<file path="src/rtl/cq_viola_ipl_pkg.sv">
// Shared constants and types for the IPL boot-RAM arbiter slice.
package cq_viola_ipl_pkg;

  localparam int unsigned IPL_ADDR_W = 11;
  localparam int unsigned IPL_DATA_W = 32;

  localparam int unsigned PORT_CPU  = 0;
  localparam int unsigned PORT_HOST = 1;

  typedef enum logic [1:0] {
    ST_INIT = 2'd0,
    ST_RUN  = 2'd1,
    ST_HOLD = 2'd2
  } ipl_state_t;

  // A slave port requests when selected with either command; read+write is a write.
  function automatic logic port_req(input logic cs, input logic rd, input logic wr);
    return cs & (rd | wr);
  endfunction

endpackage

</file>
<file path="src/rtl/cq_viola_ipl_rrarb.sv">
// Two-way round-robin grant: a lone requester wins, a tie goes to the port
// that was not granted last. last_grant resets to 1 so port 0 wins the first tie.
module cq_viola_ipl_rrarb (
  input  logic       clk,
  input  logic       reset_n,
  input  logic       en,
  input  logic [1:0] req,
  output logic [1:0] gnt
);

  logic last_grant;

  always_comb begin
    gnt = '0;
    if (en) begin
      unique case (req)
        2'b01:   gnt = 2'b01;
        2'b10:   gnt = 2'b10;
        2'b11:   gnt = last_grant ? 2'b01 : 2'b10;
        default: gnt = '0;
      endcase
    end
  end

  always_ff @(posedge clk or negedge reset_n) begin
    if (!reset_n) begin
      last_grant <= 1'b1;
    end else if (|gnt) begin
      last_grant <= gnt[1];
    end
  end

endmodule

</file>
<file path="src/rtl/cq_viola_ipl_arbiter.sv">
// Two-port Avalon-MM arbiter in front of the single-port IPL boot RAM.
// Optional feature macro: CQ_VIOLA_IPL_WRLOCK_EN adds a wrlock input that squashes port-0 writes.
module cq_viola_ipl_arbiter
  import cq_viola_ipl_pkg::*;
#(
  parameter int unsigned ADDR_W = IPL_ADDR_W,
  parameter int unsigned DATA_W = IPL_DATA_W
) (
  input  logic                clk,
  input  logic                reset_n,
  input  logic                reset_req,
`ifdef CQ_VIOLA_IPL_WRLOCK_EN
  input  logic                wrlock,
`endif
  input  logic [ADDR_W-1:0]   s0_address,
  input  logic                s0_chipselect,
  input  logic                s0_read,
  input  logic                s0_write,
  input  logic [DATA_W/8-1:0] s0_byteenable,
  input  logic [DATA_W-1:0]   s0_writedata,
  output logic                s0_waitrequest,
  output logic [DATA_W-1:0]   s0_readdata,
  output logic                s0_readdatavalid,
  input  logic [ADDR_W-1:0]   s1_address,
  input  logic                s1_chipselect,
  input  logic                s1_read,
  input  logic                s1_write,
  input  logic [DATA_W/8-1:0] s1_byteenable,
  input  logic [DATA_W-1:0]   s1_writedata,
  output logic                s1_waitrequest,
  output logic [DATA_W-1:0]   s1_readdata,
  output logic                s1_readdatavalid,
  output logic [ADDR_W-1:0]   mem_address,
  output logic                mem_chipselect,
  output logic                mem_write,
  output logic [DATA_W/8-1:0] mem_byteenable,
  output logic [DATA_W-1:0]   mem_writedata,
  output logic                mem_clken,
  input  logic [DATA_W-1:0]   mem_readdata
);

  localparam int unsigned BE_W = DATA_W / 8;

  ipl_state_t state, cur_state, state_nxt;
  logic       init_cnt, init_cnt_nxt;
  logic       run;

  logic [1:0]        req, gnt;
  logic              gnt_any, sel;
  logic [ADDR_W-1:0] sel_addr, addr_q;
  logic              sel_wr;
  logic [BE_W-1:0]   sel_be;
  logic [DATA_W-1:0] sel_wdata;
  logic              wr_block;
  logic              rd_accept;
  logic              rd_pend, rd_owner;

  // The RUN<->HOLD transitions take effect in the same cycle reset_req changes,
  // so grants stop on the first reset_req cycle and resume on the first clear one.
  always_comb begin
    cur_state    = state;
    state_nxt    = state;
    init_cnt_nxt = init_cnt;
    if (state == ST_RUN && reset_req) begin
      cur_state = ST_HOLD;
    end else if (state == ST_HOLD && !reset_req) begin
      cur_state = ST_RUN;
    end
    unique case (cur_state)
      ST_INIT: begin
        init_cnt_nxt = 1'b1;
        if (init_cnt) begin
          state_nxt    = ST_RUN;
          init_cnt_nxt = 1'b0;
        end
      end
      ST_RUN:  state_nxt = ST_RUN;
      ST_HOLD: state_nxt = ST_HOLD;
      default: state_nxt = ST_INIT;
    endcase
  end

  always_ff @(posedge clk or negedge reset_n) begin
    if (!reset_n) begin
      state    <= ST_INIT;
      init_cnt <= 1'b0;
    end else begin
      state    <= state_nxt;
      init_cnt <= init_cnt_nxt;
    end
  end

  assign run       = (cur_state == ST_RUN) && !reset_req;
  assign mem_clken = run;

  assign req[PORT_CPU]  = port_req(s0_chipselect, s0_read, s0_write);
  assign req[PORT_HOST] = port_req(s1_chipselect, s1_read, s1_write);

  cq_viola_ipl_rrarb u_rrarb (
    .clk     (clk),
    .reset_n (reset_n),
    .en      (run),
    .req     (req),
    .gnt     (gnt)
  );

  assign gnt_any = |gnt;
  assign sel     = gnt[PORT_HOST];

  assign s0_waitrequest = ~gnt[PORT_CPU];
  assign s1_waitrequest = ~gnt[PORT_HOST];

  always_comb begin
    sel_addr  = s0_address;
    sel_wr    = s0_write;
    sel_be    = s0_byteenable;
    sel_wdata = s0_writedata;
    if (sel) begin
      sel_addr  = s1_address;
      sel_wr    = s1_write;
      sel_be    = s1_byteenable;
      sel_wdata = s1_writedata;
    end
  end

`ifdef CQ_VIOLA_IPL_WRLOCK_EN
  assign wr_block = wrlock & gnt[PORT_CPU] & s0_write;
`else
  assign wr_block = 1'b0;
`endif

  assign rd_accept = gnt_any & ~sel_wr;

  always_comb begin
    mem_chipselect = gnt_any & ~wr_block;
    mem_write      = gnt_any & sel_wr & ~wr_block;
    mem_address    = gnt_any ? sel_addr : addr_q;
    mem_byteenable = '0;
    mem_writedata  = '0;
    if (gnt_any) begin
      mem_byteenable = sel_wr ? sel_be : '1;
      if (sel_wr) begin
        mem_writedata = sel_wdata;
      end
    end
  end

  always_ff @(posedge clk or negedge reset_n) begin
    if (!reset_n) begin
      addr_q   <= '0;
      rd_pend  <= 1'b0;
      rd_owner <= 1'b0;
    end else begin
      rd_pend <= rd_accept;
      if (gnt_any) begin
        addr_q <= sel_addr;
      end
      if (rd_accept) begin
        rd_owner <= sel;
      end
    end
  end

  assign s0_readdatavalid = rd_pend & ~rd_owner;
  assign s1_readdatavalid = rd_pend &  rd_owner;
  assign s0_readdata      = s0_readdatavalid ? mem_readdata : '0;
  assign s1_readdata      = s1_readdatavalid ? mem_readdata : '0;

endmodule
</file>
<file path="config.mk">
export PLATFORM = sky130hd
export DESIGN_NAME = cq_viola_ipl_arbiter
export DESIGN_NICKNAME = d
export VERILOG_FILES = /design/src/rtl/cq_viola_ipl_pkg.sv /design/src/rtl/cq_viola_ipl_rrarb.sv /design/src/rtl/cq_viola_ipl_arbiter.sv
export SDC_FILE = /design/constraint.sdc
export NUM_CORES = 1
export LEC_CHECK = 0
export CAP_MARGIN = 20
export CORE_AREA = 2 2 97 99
export DETAILED_ROUTE_END_ITERATION = 8
export DIE_AREA = 0 0 99 101
export GPL_ROUTABILITY_DRIVEN = 0
export GPL_TIMING_DRIVEN = 0
export PLACE_DENSITY_LB_ADDON = 0.05
export SLEW_MARGIN = 20
export SYNTH_ARGS = -nofsm -noshare
export SYNTH_HDL_FRONTEND = slang
export SYNTH_SLANG_ARGS = --single-unit
</file>
<file path="constraint.sdc">
create_clock -name clk -period 4.4 [get_ports clk]
set_input_delay 0.88 -clock clk [delete_from_list [all_inputs] [get_ports clk]]
set_output_delay 0.88 -clock clk [all_outputs]
set_load 0.01 [all_outputs]
</file>
==> results.md, run 1 <==
- Synth area leaders: dfrtp_1 21%, nand2_1 17%, a21oi_2 13%
- Number of placed I/O pins: around 250
- Final critical-path share of the clock period: 0.962
- Minimum period implied by the final worst setup slack: 4.23 ns
- Core Region: 8980 sq um
- Total congestion overflow: 0
- Worst setup path category: in2out
- Max_slew headroom: 0.462
- Number of endpoints failing setup at the final stage: 0
- Number of pins exceeding their max-slew limit in the final report: 0
- Critical-path maximum fanout: 10
- Top cells by count, synth: 88 x nand2_1, 33 x and2_1, 32 x and3_1
- Number of flip-flops and latches in the synthesized netlist: 17
- Worst-skew pair later-pin latency: about 0.25 ns
- Pwr per Cell Area: 304 nW/um^2
- Worst setup skew after layout: 0.00187 ns
- Routed length per placed instance: 14.7 um
- Clock transition time at the flip-flop clock pins of the worst setup and hold paths: roughly 0.07 ns
- Critical path launch point type: primary input
- Floorplan die width: 99 um
- Net Count, Synth: 420
- Standard-cell rows: 35
- Sequential share of the synthesized area: 0.221
- Achievable clock frequency: around 0.24 GHz
- Pin count of the biggest net entering global routing: 18
- DRT Wirelength: 9.63 mm
- Final non-filler cell total: 654
- Number of antenna violations at the first check in global routing: 0
- Number of maximum-capacitance violations: 0
- CTS sink cnt: 17
- Post-Syn Instances: approximately 290
- Outcome: finished clean
- Post-CTS Hold Fix Bufs: 0
- Combined area of the multi-input logic cells: 1360 sq um
- Crit. End Element: primary output
- Clock tree root buffer cell: clkbuf_8
- Class of the tightest hold or removal check: reg2reg
- Overall routing resource usage: 0.176
- Diodes inserted: 0
- Sequential cell area in the final layout: 427 sq um
- VDD IR max: 0.000208 V
- Total number of nets in the final design: about 680
- Worst Max-Slew Pin Slew: 0.804 ns
- Total of warnings raised by yosys: 0
- Number of synthesized flops with an enable pin: 0
- Placed cell count: 648
- IO Port Bufs: 252
- Filler Cells Inserted: between 900 and 1,000
- Post-Synthesis Cell Area: 1930 sq um
- Number of distinct standard cells referenced by the synthesized netlist: 29
- Share of the core filled with cells: 0.520
- TritonCTS clock tree: yes
- Hold Fails Final Rpt: 0
- Initial standard-cell utilization of the core: 0.215
- Detailed Route Iter0 Violations: 57
- Syn Area/Cell: 6.77 sq um
- DRC viols: 0
- Top FF cell, synth: dfrtp_1
- Area growth from synthesis to layout: 142%
- Leakage power of the design: 0.00190 uW
- Via count of the first global-routing pass: 2,900
- Data arrival time of the critical path: 3.35 ns
- Fraction of layout cells with a size suffix above 1: 0.0958
- Most instantiated library cell after synthesis: nand2_1
- Detailed placer's ending HPWL: 8.10 mm
- Wire length of the first global-routing pass: 14.4 mm
- Maximum level of the CTS H-tree: 1
- Chip Height: ~100 um
- Proportion of netlist area held by the largest area contributor: 0.208
- Number of detailed-route iterations in the first pass: 4
- Buffer depth of the longest clock path: 2
- Setup repair after global routing missed its margin: false
- Inserted Clock Buffers: 3
- Vias per cell: 4.52
- Required time worst endpoint: 3.52 ns
- Remaining antenna violation count after routing: 0
- Die area: 10000 sq um
- Vias post-DR: 2,954
- Cell taking the most area after synthesis: dfrtp_1
- Async SR Flop Fraction: 1.00
[flip-flops by register name, summed over array words and instances (netlist names)]
register and cells:
addr_q 11, init_cnt 1, rd_owner 1, rd_pend 1
state 2, u_rrarb.last_grant 1
[cells by family (layout without fill, tap and decap cells)]
group | Yosys count | after routing | synth area share
multiplexers | 2 | 2 | 0.0104
buffers and inverters | 31 | 289 | 0.0772
flip-flops | 17 | 17 | 0.221
XOR/XNOR | 3 | 3 | 0.0136
AO/OA/AOI/OAI | 59 | 59 | 0.250
AND/OR/NAND/NOR | 173 | 173 | 0.427
[path summary, 6_finish.rpt]
check	from	to	slack [ns]	depth (start not counted)
max reg2reg	state[1]	addr_q[6]	2.24	7
max in group asynchronous	reset_n	rd_pend	2.81	1
max	s0_write	mem_writedata[20]	0.17	8
min in group asynchronous	reset_n	addr_q[5]	1.09	1
min reg2reg	init_cnt	init_cnt	0.49	1
min	init_cnt	init_cnt	0.49	1
[cell type report]
cell class	count	area share
Timing Repair Buffer	254	0.544
Multi-Input combinational cell	237	0.292
Sequential cell	17	0.0915
Tap cell	111	0.0298
Buffer	25	0.0279
Clock buffer	3	0.00885
Inverter	6	0.00483
Clock inverter	1	0.00107
[per-stage QoR]
stage	hold slack [ns]	power, uW	setup TNS [ns]	instance area (sq um)	worst slack [ns]
5_1_grt	0.517	1530	0	4660	0.00284
2_1_floorplan	0.441	752	0	1930	1.29
6_report	0.495	1420	0	4660	0.169
3_5_place_dp	0.486	1300	-0.229	4590	-0.0739
4_1_cts	0.497	1430	0	4640	0.0468
3_3_place_gp	0.463	1290	-0.150	4590	-0.0652
[where the power goes]
| group | internal (uW) | leakage, uW | switching (uW) | total, uW |
|---|---|---|---|---|
| Combinational | 535 | 0.00168 | 489 | 1020 |
| Sequential | 235 | 0.000195 | 42.8 | 278 |
| Clock | 62.8 | 0.0000255 | 54.1 | 117 |
[worst max-delay path, cell delays in order]
cell	delay, ns
clkdlybuf4s50_1	0.46
o21a_1	0.25
a2111oi_4	0.44
clkbuf_4	0.30
buf_2	0.23
nand2_1	0.09
a21oi_2	0.13
clkdlybuf4s50_1	0.57
[per-layer routing]
layer,track usage,vias up,wire (um)
li1,-,1467,-
met3,0.0527,14,874
met4,0.0411,0,189
met2,0.336,153,5030
met1,0.190,1320,3530
met5,0,-,0
[cell usage in the layout (no fill, tap or decap)]
cell type	instances
a2111oi_4	1
a211oi_4	1
a21oi_1	4
a21oi_2	29
a22oi_1	1
a31oi_1	11
and2_1	33
and3_1	32
buf_2	6
buf_4	2
buf_6	3
clkbuf_1	13
clkbuf_2	2
clkbuf_4	1
clkbuf_8	3
clkdlybuf4s50_1	252
clkinv_2	1
dfrtp_1	16
dfstp_2	1
inv_1	5
inv_2	1
mux2i_1	2
nand2_1	88
nor2_1	15
nor2b_1	1
o2111ai_1	1
o21a_1	1
o21ai_0	3
o21ai_1	1
o22a_2	1
o311a_1	4
o31ai_1	1
or3_1	4
xnor2_1	1
xor2_1	2
[what timing repair did]
| item | CTS | global route |
|---|---|---|
| buffers inserted | 0 | 2 |
| endpoints found under the setup margin | 4 | 17 |
| pin swaps | 0 | 1 |
| endpoints found under the hold margin | 0 | 0 |
| gates resized for setup | 2 | 4 |
(Power assumes the default switching activity.)
==> run 2, diff against run 1 <==
--- a/config.mk
+++ b/config.mk
@@ -6,12 +6,12 @@
 export NUM_CORES = 1
 export LEC_CHECK = 0
 export CAP_MARGIN = 20
-export CORE_AREA = 2 2 97 99
+export CORE_AREA = 2 2 98 100
 export DETAILED_ROUTE_END_ITERATION = 8
-export DIE_AREA = 0 0 99 101
+export DIE_AREA = 0 0 100 102
 export GPL_ROUTABILITY_DRIVEN = 0
 export GPL_TIMING_DRIVEN = 0
-export PLACE_DENSITY_LB_ADDON = 0.05
+export PLACE_DENSITY = 0.7
 export SLEW_MARGIN = 20
 export SYNTH_ARGS = -nofsm -noshare
 export SYNTH_HDL_FRONTEND = slang
==> constraint.sdc (replaced) <==
create_clock -name clk -period 4.42 [get_ports clk]
set_input_delay 0.884 -clock clk [delete_from_list [all_inputs] [get_ports clk]]
set_output_delay 0.884 -clock clk [all_outputs]
set_load 0.01 [all_outputs]
==> run 2 against run 1 <==
Compared with the run above:
- register-to-register slack worse by 0.08 ns
- die area is 2.0% higher
- global-route usage is 0.75 points higher
- combinational power hardly changed
- wire length is 6.1% higher
- worst hold slack worse by 0.016 ns
- sequential share of layout area hardly changed
- final cell count is 0.31% lower
- clock power hardly changed
- critical path depth stayed put
- highest routed layer unchanged
==> results.md, run 2 (synthesis gave the netlist of run 1 again) <==
- Category of cells accounting for the largest share of critical-path delay: buffers and inverters (unchanged)
- Crit. End Element: primary output (unchanged)
- Placed cell count: 648 (unchanged)
- Final Worst Setup Slack: 0.154 ns (was 0.169 ns)
- Register bank with the most flops: addr_q (unchanged)
- Chip Height: 102 um (was 101 um)
- Minimum period implied by the final worst setup slack: 4.27 ns
- Destination of the worst register-to-register timing path: addr_q[8] (was addr_q[6])
- Total number of nets in the final design: 677 (was 679)
- Number of flip-flops in the largest register: 11 (unchanged)
- Die area: 10,200 sq um (was 10000 sq um)
- Cells on worst reg2reg path: 7 (unchanged)
- Remaining antenna violation count after routing: 0 (unchanged)
- IO Port Bufs: 252 (unchanged)
- Total congestion overflow: 0 (unchanged)
- Number of buffers inserted to repair setup after CTS: 0 (unchanged)
- Number of placed I/O pins: 253 (unchanged)
- Number of endpoints failing setup at the final stage: 0 (unchanged)
- Pwr per Cell Area: 304 nW/um^2 (about the same)
- Via count of the first global-routing pass: 2,898 (was 2,900)
- Clock transition time at the flip-flop clock pins of the worst setup and hold paths: 0.06 ns (was 0.07 ns)
- Routed length per placed instance: 15.7 um (was 14.7 um)
- Number of maximum-capacitance violations: 0 (unchanged)
- Critical path launch point type: primary input (unchanged)
- Hold Fails Final Rpt: 0 (unchanged)
- Achievable clock frequency: 0.234 GHz
- Startpoint of the worst-slack reg-to-reg timing path: state[1] (unchanged)
- Number of antenna violations at the first check in global routing: 0 (unchanged)
- Worst-skew pair later-pin latency: 0.25 ns (about the same)
- Buffer depth of the longest clock path: 2 (unchanged)
- Overall routing resource usage: 0.184 (was 0.176)
- Setup slack, reg-to-reg: 2.16 ns (was 2.24 ns)
- Number of detailed-route iterations in the first pass: 4 (unchanged)
- TritonCTS clock tree: yes (unchanged)
- Vias per cell: 4.50 (was 4.52)
- Outcome: finished clean (unchanged)
- Total power consumption of the routed design: 1410 uW (was 1420 uW)
- Setup repair after global routing missed its margin: false (unchanged)
- Worst setup slack before clock tree synthesis: -0.0307 ns (was -0.0739 ns)
- Clock tree root buffer cell: clkbuf_8 (unchanged)
- Final critical-path share of the clock period: 0.965
- Worst Max-Slew Pin Slew: 0.780 ns (was 0.804 ns)
- Setup Total Neg Slack: 0 ns (unchanged)
- Pin count of the biggest net entering global routing: 18 (unchanged)
- Vias post-DR: 2,933 (was 2,954)
- Top flop regs: addr_q x11, state x2 (unchanged)
- CTS sink cnt: 17 (unchanged)
- Endpoint with the worst hold slack: init_cnt (unchanged)
- Max_slew headroom: 0.479 (was 0.462)
- Cell occurring most often along the worst timing path: clkdlybuf4s50_1 (unchanged)
- CP max stage cell: clkdlybuf4s50_1 (unchanged)
- Class of the tightest hold or removal check: reg2reg (unchanged)
- Worst setup path category: in2out (unchanged)
- Core Region: 9110 sq um (was 8980 sq um)
- Required time worst endpoint: 3.54 ns (was 3.52 ns)
- Detailed Route Iter0 Violations: 44 (was 57)
- Standard-cell rows: 35 (unchanged)
- Critical-path maximum fanout: 10 (unchanged)
- Floorplan die width: 100 um (was 99 um)
- DRT Wirelength: 10.2 mm (was 9.63 mm)
- Number of pins exceeding their max-slew limit in the final report: 0 (unchanged)
- Initial standard-cell utilization of the core: 0.212 (was 0.215)
- Post-CTS Hold Fix Bufs: 0 (unchanged)
- Leading cell type in the layout, fill and taps excluded: clkdlybuf4s50_1 (unchanged)
- Leading cell types in the layout, fill and taps excluded: 252 x clkdlybuf4s50_1, 88 x nand2_1, 33 x and2_1 (unchanged)
- Share of the core filled with cells: 0.510 (was 0.520)
- Inserted Clock Buffers: 3 (unchanged)
- Area growth from synthesis to layout: 141% (was 142%)
- Max stage delay on crit path: 0.57 ns (about the same)
- Worst setup skew after layout: 0.00416 ns (was 0.00187 ns)
- Fraction of layout cells with a size suffix above 1: 0.0924 (was 0.0958)
- Detailed placer's ending HPWL: 8.59 mm (was 8.10 mm)
- Sum of buffers and inverters on the critical path: 4 (unchanged)
- Leakage power of the design: 0.00189 uW (was 0.00190 uW)
- Diodes inserted: 0 (unchanged)
- Cells resized by post-CTS repair: 2 (unchanged)
- DRC viols: 0 (unchanged)
- Critical hold path startpoint: init_cnt (unchanged)
- Final non-filler cell total: 652 (was 654)
- Maximum level of the CTS H-tree: 1 (unchanged)
- Data arrival time of the critical path: 3.38 ns (was 3.35 ns)
- Wire length of the first global-routing pass: 15.0 mm (was 14.4 mm)
- VDD IR max: 0.000325 V (was 0.000208 V)
- Cell-by-cell listing of the critical path: clkdlybuf4s50_1, o21a_1, a2111oi_4, clkbuf_4, buf_2, nand2_1, a21oi_2, clkdlybuf4s50_1 (unchanged)
- Count of cells along the worst hold path: 1 (unchanged)
-- run 2: changes by cell type in the layout (fill, tap and decap cells not counted) --
cell,previous run,this run
clkbuf_2,2,3
clkinv_2,1,0
buf_4,2,0
-- run 2: power breakdown --
group	switching (uW)	leakage [uW]	internal (uW)	total [uW]
registers	43.3	0.000195	234	277
clock network	52.9	0.0000228	64.0	117
logic	493	0.00167	526	1020
total	589	0.00189	824	1410
-- run 2: worst max-delay path by stage --
stage,startpoint,cells after the start,slack [ns],endpoint
6_report,s0_write,8,0.15,mem_writedata[22]
3_5_place_dp,s1_write,7,-0.03,mem_address[7]
2_1_floorplan,s1_write,5,1.31,mem_writedata[10]
3_3_place_gp,s0_write,7,-0.02,mem_address[7]
4_1_cts,s0_write,7,0.02,mem_address[7]
5_1_grt,s0_write,8,0.005,mem_writedata[22]
-- run 2: final cells by class --
| cell class | instances | area [sq um] |
|---|---|---|
| plain buffers | 25 | 131 |
| well taps | 111 | 139 |
| clock buffers | 4 | 45.0 |
| flip-flops and latches | 17 | 427 |
| inverters | 6 | 22.5 |
| multi-input cells | 237 | 1360 |
| repair buffers | 252 | 2520 |
| fillers | 873 | 4460 |
-- run 2: through the flow --
step / cell area [sq um] / hold slack (ns)
CTS: 4640 / 0.482
detailed placement: 4590 / 0.469
global placement: 4590 / 0.455
global route: 4650 / 0.510
finish: 4650 / 0.479
floorplan: 1930 / 0.441
-- run 2: per-layer routing --
layer	share of wire	routed length, um	track usage	up-vias
li1	-	-	-	1466
met1	0.37	3810	0.206	1289
met2	0.50	5070	0.334	165
met3	0.12	1180	0.0718	13
met4	0.015	153	0.0358	0
met5	0	0	0	-
==> run 3, diff against run 2 <==
--- a/config.mk
+++ b/config.mk
@@ -10,9 +10,7 @@
 export DETAILED_ROUTE_END_ITERATION = 8
 export DIE_AREA = 0 0 100 102
 export GPL_ROUTABILITY_DRIVEN = 0
-export GPL_TIMING_DRIVEN = 0
 export PLACE_DENSITY = 0.7
-export SLEW_MARGIN = 20
 export SYNTH_ARGS = -nofsm -noshare
 export SYNTH_HDL_FRONTEND = slang
 export SYNTH_SLANG_ARGS = --single-unit
==> run 3 against run 2 <==
Compared with the run above:
- final cell count down 2.8%
- sequential power up 10%
- worst hold slack worse by 0.013 ns
- via count down 2.3%
- largest power group unchanged
- critical path depth unchanged
- sequential share of layout area up 0.097 points
- fmax up 1.4%
- core utilization down 0.54 points
- first-iteration DRC count up 100%
- clock power about the same
- setup slack better by 0.060 ns
- clock skew down 0.0031 ns
==> results.md, run 3 (synthesis gave the netlist of run 1 again) <==
- Outcome: finished clean (unchanged)
- Via count of the first global-routing pass: 2,756 (was 2,898)
- Clock transition time at the flip-flop clock pins of the worst setup and hold paths: 0.07 ns (was 0.06 ns)
- Portion of total power attributed to sequential cells: 0.221 (was 0.196)
- Initial standard-cell utilization of the core: 0.212 (unchanged)
- Number of buffers inserted to repair setup after CTS: 0 (unchanged)
- Chip Height: 102 um (unchanged)
- Diodes inserted: 0 (unchanged)
- Wire length of the first global-routing pass: 14.5 mm (was 15.0 mm)
- Remaining antenna violation count after routing: 0 (unchanged)
- Worst-skew pair later-pin latency: 0.25 ns (about the same)
- Required time worst endpoint: 3.54 ns (about the same)
- Achievable clock frequency: 0.238 GHz (was 0.234 GHz)
- Area growth from synthesis to layout: 138% (was 141%)
- Pwr per Cell Area: 301 nW/um^2 (was 304 nW/um^2)
- CP max stage cell: clkdlybuf4s50_1 (unchanged)
- Cell-by-cell listing of the critical path: clkdlybuf4s50_1, o21a_1, a2111oi_4, inv_2, o22a_2, buf_12, a21oi_1, clkdlybuf4s50_1 (was clkdlybuf4s50_1, o21a_1, a2111oi_4, clkbuf_4, buf_2, nand2_1, a21oi_2, clkdlybuf4s50_1)
- Sum of buffers and inverters on the critical path: 4 (unchanged)
- VDD IR max: 0.000290 V (was 0.000325 V)
- Minimum period implied by the final worst setup slack: 4.21 ns (was 4.27 ns)
- Final Worst Setup Slack: 0.214 ns (was 0.154 ns)
- Pin count of the biggest net entering global routing: 48 (was 18)
- Standard-cell rows: 35 (unchanged)
- Leakage power of the design: 0.00186 uW (was 0.00189 uW)
- Internal power summed over all cells: 816 uW (was 824 uW)
- Post-CTS Hold Fix Bufs: 0 (unchanged)
- Vias post-DR: 2,866 (was 2,933)
- Critical path launch point type: primary input (unchanged)
- Buffer depth of the longest clock path: 2 (unchanged)
- Number of endpoints failing setup at the final stage: 0 (unchanged)
- Worst Max-Slew Pin Slew: 0.882 ns (was 0.780 ns)
- Max_slew headroom: 0.412 (was 0.479)
- Cell occurring most often along the worst timing path: clkdlybuf4s50_1 (unchanged)
- Leading cell type in the layout, fill and taps excluded: clkdlybuf4s50_1 (unchanged)
- Class of the tightest hold or removal check: reg2reg (unchanged)
- TritonCTS clock tree: yes (unchanged)
- Detailed Route Iter0 Violations: 88 (was 44)
- Min Hold Slack: 0.466 ns (was 0.479 ns)
- Register bank with the most flops: addr_q (unchanged)
- Maximum level of the CTS H-tree: 1 (unchanged)
- Total number of nets in the final design: 659 (was 677)
- Crit. End Element: primary output (unchanged)
- Worst setup path category: in2out (unchanged)
- Clock network fraction of total power: 0.083 (about the same)
- DRT Wirelength: 9.80 mm (was 10.2 mm)
- Inserted Clock Buffers: 3 (unchanged)
- Fraction of layout cells with a size suffix above 1: 0.0841 (was 0.0924)
- Floorplan die width: 100 um (unchanged)
- Number of flip-flops in the largest register: 11 (unchanged)
- Worst setup slack before clock tree synthesis: 0.149 ns (was -0.0307 ns)
- Number of detailed-route iterations in the first pass: 4 (unchanged)
- Number of pins exceeding their max-slew limit in the final report: 0 (unchanged)
- Number of placed I/O pins: 253 (unchanged)
- Number of maximum-capacitance violations: 0 (unchanged)
- Combinational group share of total power: 0.695 (was 0.721)
- Total power consumption of the routed design: 1380 uW (was 1410 uW)
- Data arrival time of the critical path: 3.32 ns (was 3.38 ns)
- Top flop regs: addr_q x11, state x2 (unchanged)
- Number of antenna violations at the first check in global routing: 0 (unchanged)
- Overall routing resource usage: 0.175 (was 0.184)
- Hold Fails Final Rpt: 0 (unchanged)
- IO Port Bufs: 252 (unchanged)
- Vias per cell: 4.52 (was 4.50)
- Setup Total Neg Slack: 0 ns (unchanged)
- Leading cell types in the layout, fill and taps excluded: 252 x clkdlybuf4s50_1, 88 x nand2_1, 33 x and2_1 (unchanged)
- Share of the core filled with cells: 0.505 (was 0.510)
- CTS sink cnt: 17 (unchanged)
- Power spent charging and discharging nets: 568 uW (was 589 uW)
- Die area: 10,200 sq um (unchanged)
- Max stage delay on crit path: 0.55 ns (was 0.57 ns)
- Total congestion overflow: 0 (unchanged)
- Category of cells accounting for the largest share of critical-path delay: buffers and inverters (unchanged)
- Detailed placer's ending HPWL: 7.91 mm (was 8.59 mm)
- Routed length per placed instance: 15.5 um (was 15.7 um)
- Clock tree root buffer cell: clkbuf_8 (unchanged)
- Setup repair after global routing missed its margin: false (unchanged)
- DRC viols: 0 (unchanged)
- Worst setup skew after layout: 0.00102 ns (was 0.00416 ns)
- Final critical-path share of the clock period: 0.952 (was 0.965)
- Critical-path maximum fanout: 33 (was 10)
- Switching part of the total power: 0.411 (was 0.417)
- Core Region: 9110 sq um (unchanged)
run 3: changes by cell type in the layout (fill, tap and decap cells not counted):
cell      previous run  this run
a211oi_4             1         0
buf_4                0         4
buf_12               0         3
clkbuf_2             3         0
buf_6                3         0
a211oi_2             0         1
buf_2                6         0
clkbuf_4             1         0
clkbuf_1            13         1
run 3: worst paths after layout:
kind	cells past startpoint	slack, ns	from	endpoint
min in group asynchronous	1	1.09	reset_n	addr_q[8]
setup reg to reg	6	2.33	state[1]	rd_owner
setup / recovery	8	0.21	s0_write	mem_writedata[0]
hold reg to reg	1	0.47	init_cnt	init_cnt
max in group asynchronous	1	2.85	reset_n	addr_q[7]
hold / removal	1	0.47	init_cnt	init_cnt
run 3: metal layers:
layer | vias up | global-route usage | wire length, um
met5 | - | 0 | 0
met4 | 0 | 0.0116 | 50
met3 | 4 | 0.0711 | 1110
met2 | 156 | 0.313 | 4780
met1 | 1274 | 0.207 | 3860
li1 | 1432 | - | -
run 3: final cells by class:
class	count	area [sq um]
fillers	882	4510
clock buffers	4	45.0
flip-flops and latches	17	427
multi-input cells	237	1360
well taps	111	139
repair buffers	259	2610
inverters	6	22.5
run 3: timing repair:
item                                    CTS  global route
endpoints found under the hold margin     0             0
endpoints found under the setup margin    0             1
resized for setup                         0             1
run 3: power groups by stage:
stage | registers (uW) | clock network (uW) | logic, uW
floorplan | 268 | 0 | 481
global placement | 306 | 0 | 962
detailed placement | 310 | 0 | 970
CTS | 307 | 118 | 977
global route | 321 | 124 | 1040
finish | 306 | 115 | 963
run 3: worst reg2reg max path, stage by stage, from the launching register on:
cell,delay (ns)
dfrtp_1,0.45
xnor2_1,0.27
a2111oi_4,0.49
inv_2,0.11
buf_4,0.24
o21ai_0,0.28
a22oi_1,0.13
run 3: per-stage QoR:
stage / cells / area (sq um)
2_1_floorplan: 285 / 1930
3_3_place_gp: 630 / 4560
3_5_place_dp: 630 / 4560
4_1_cts: 634 / 4600
5_1_grt: 634 / 4600
6_report: 634 / 4600
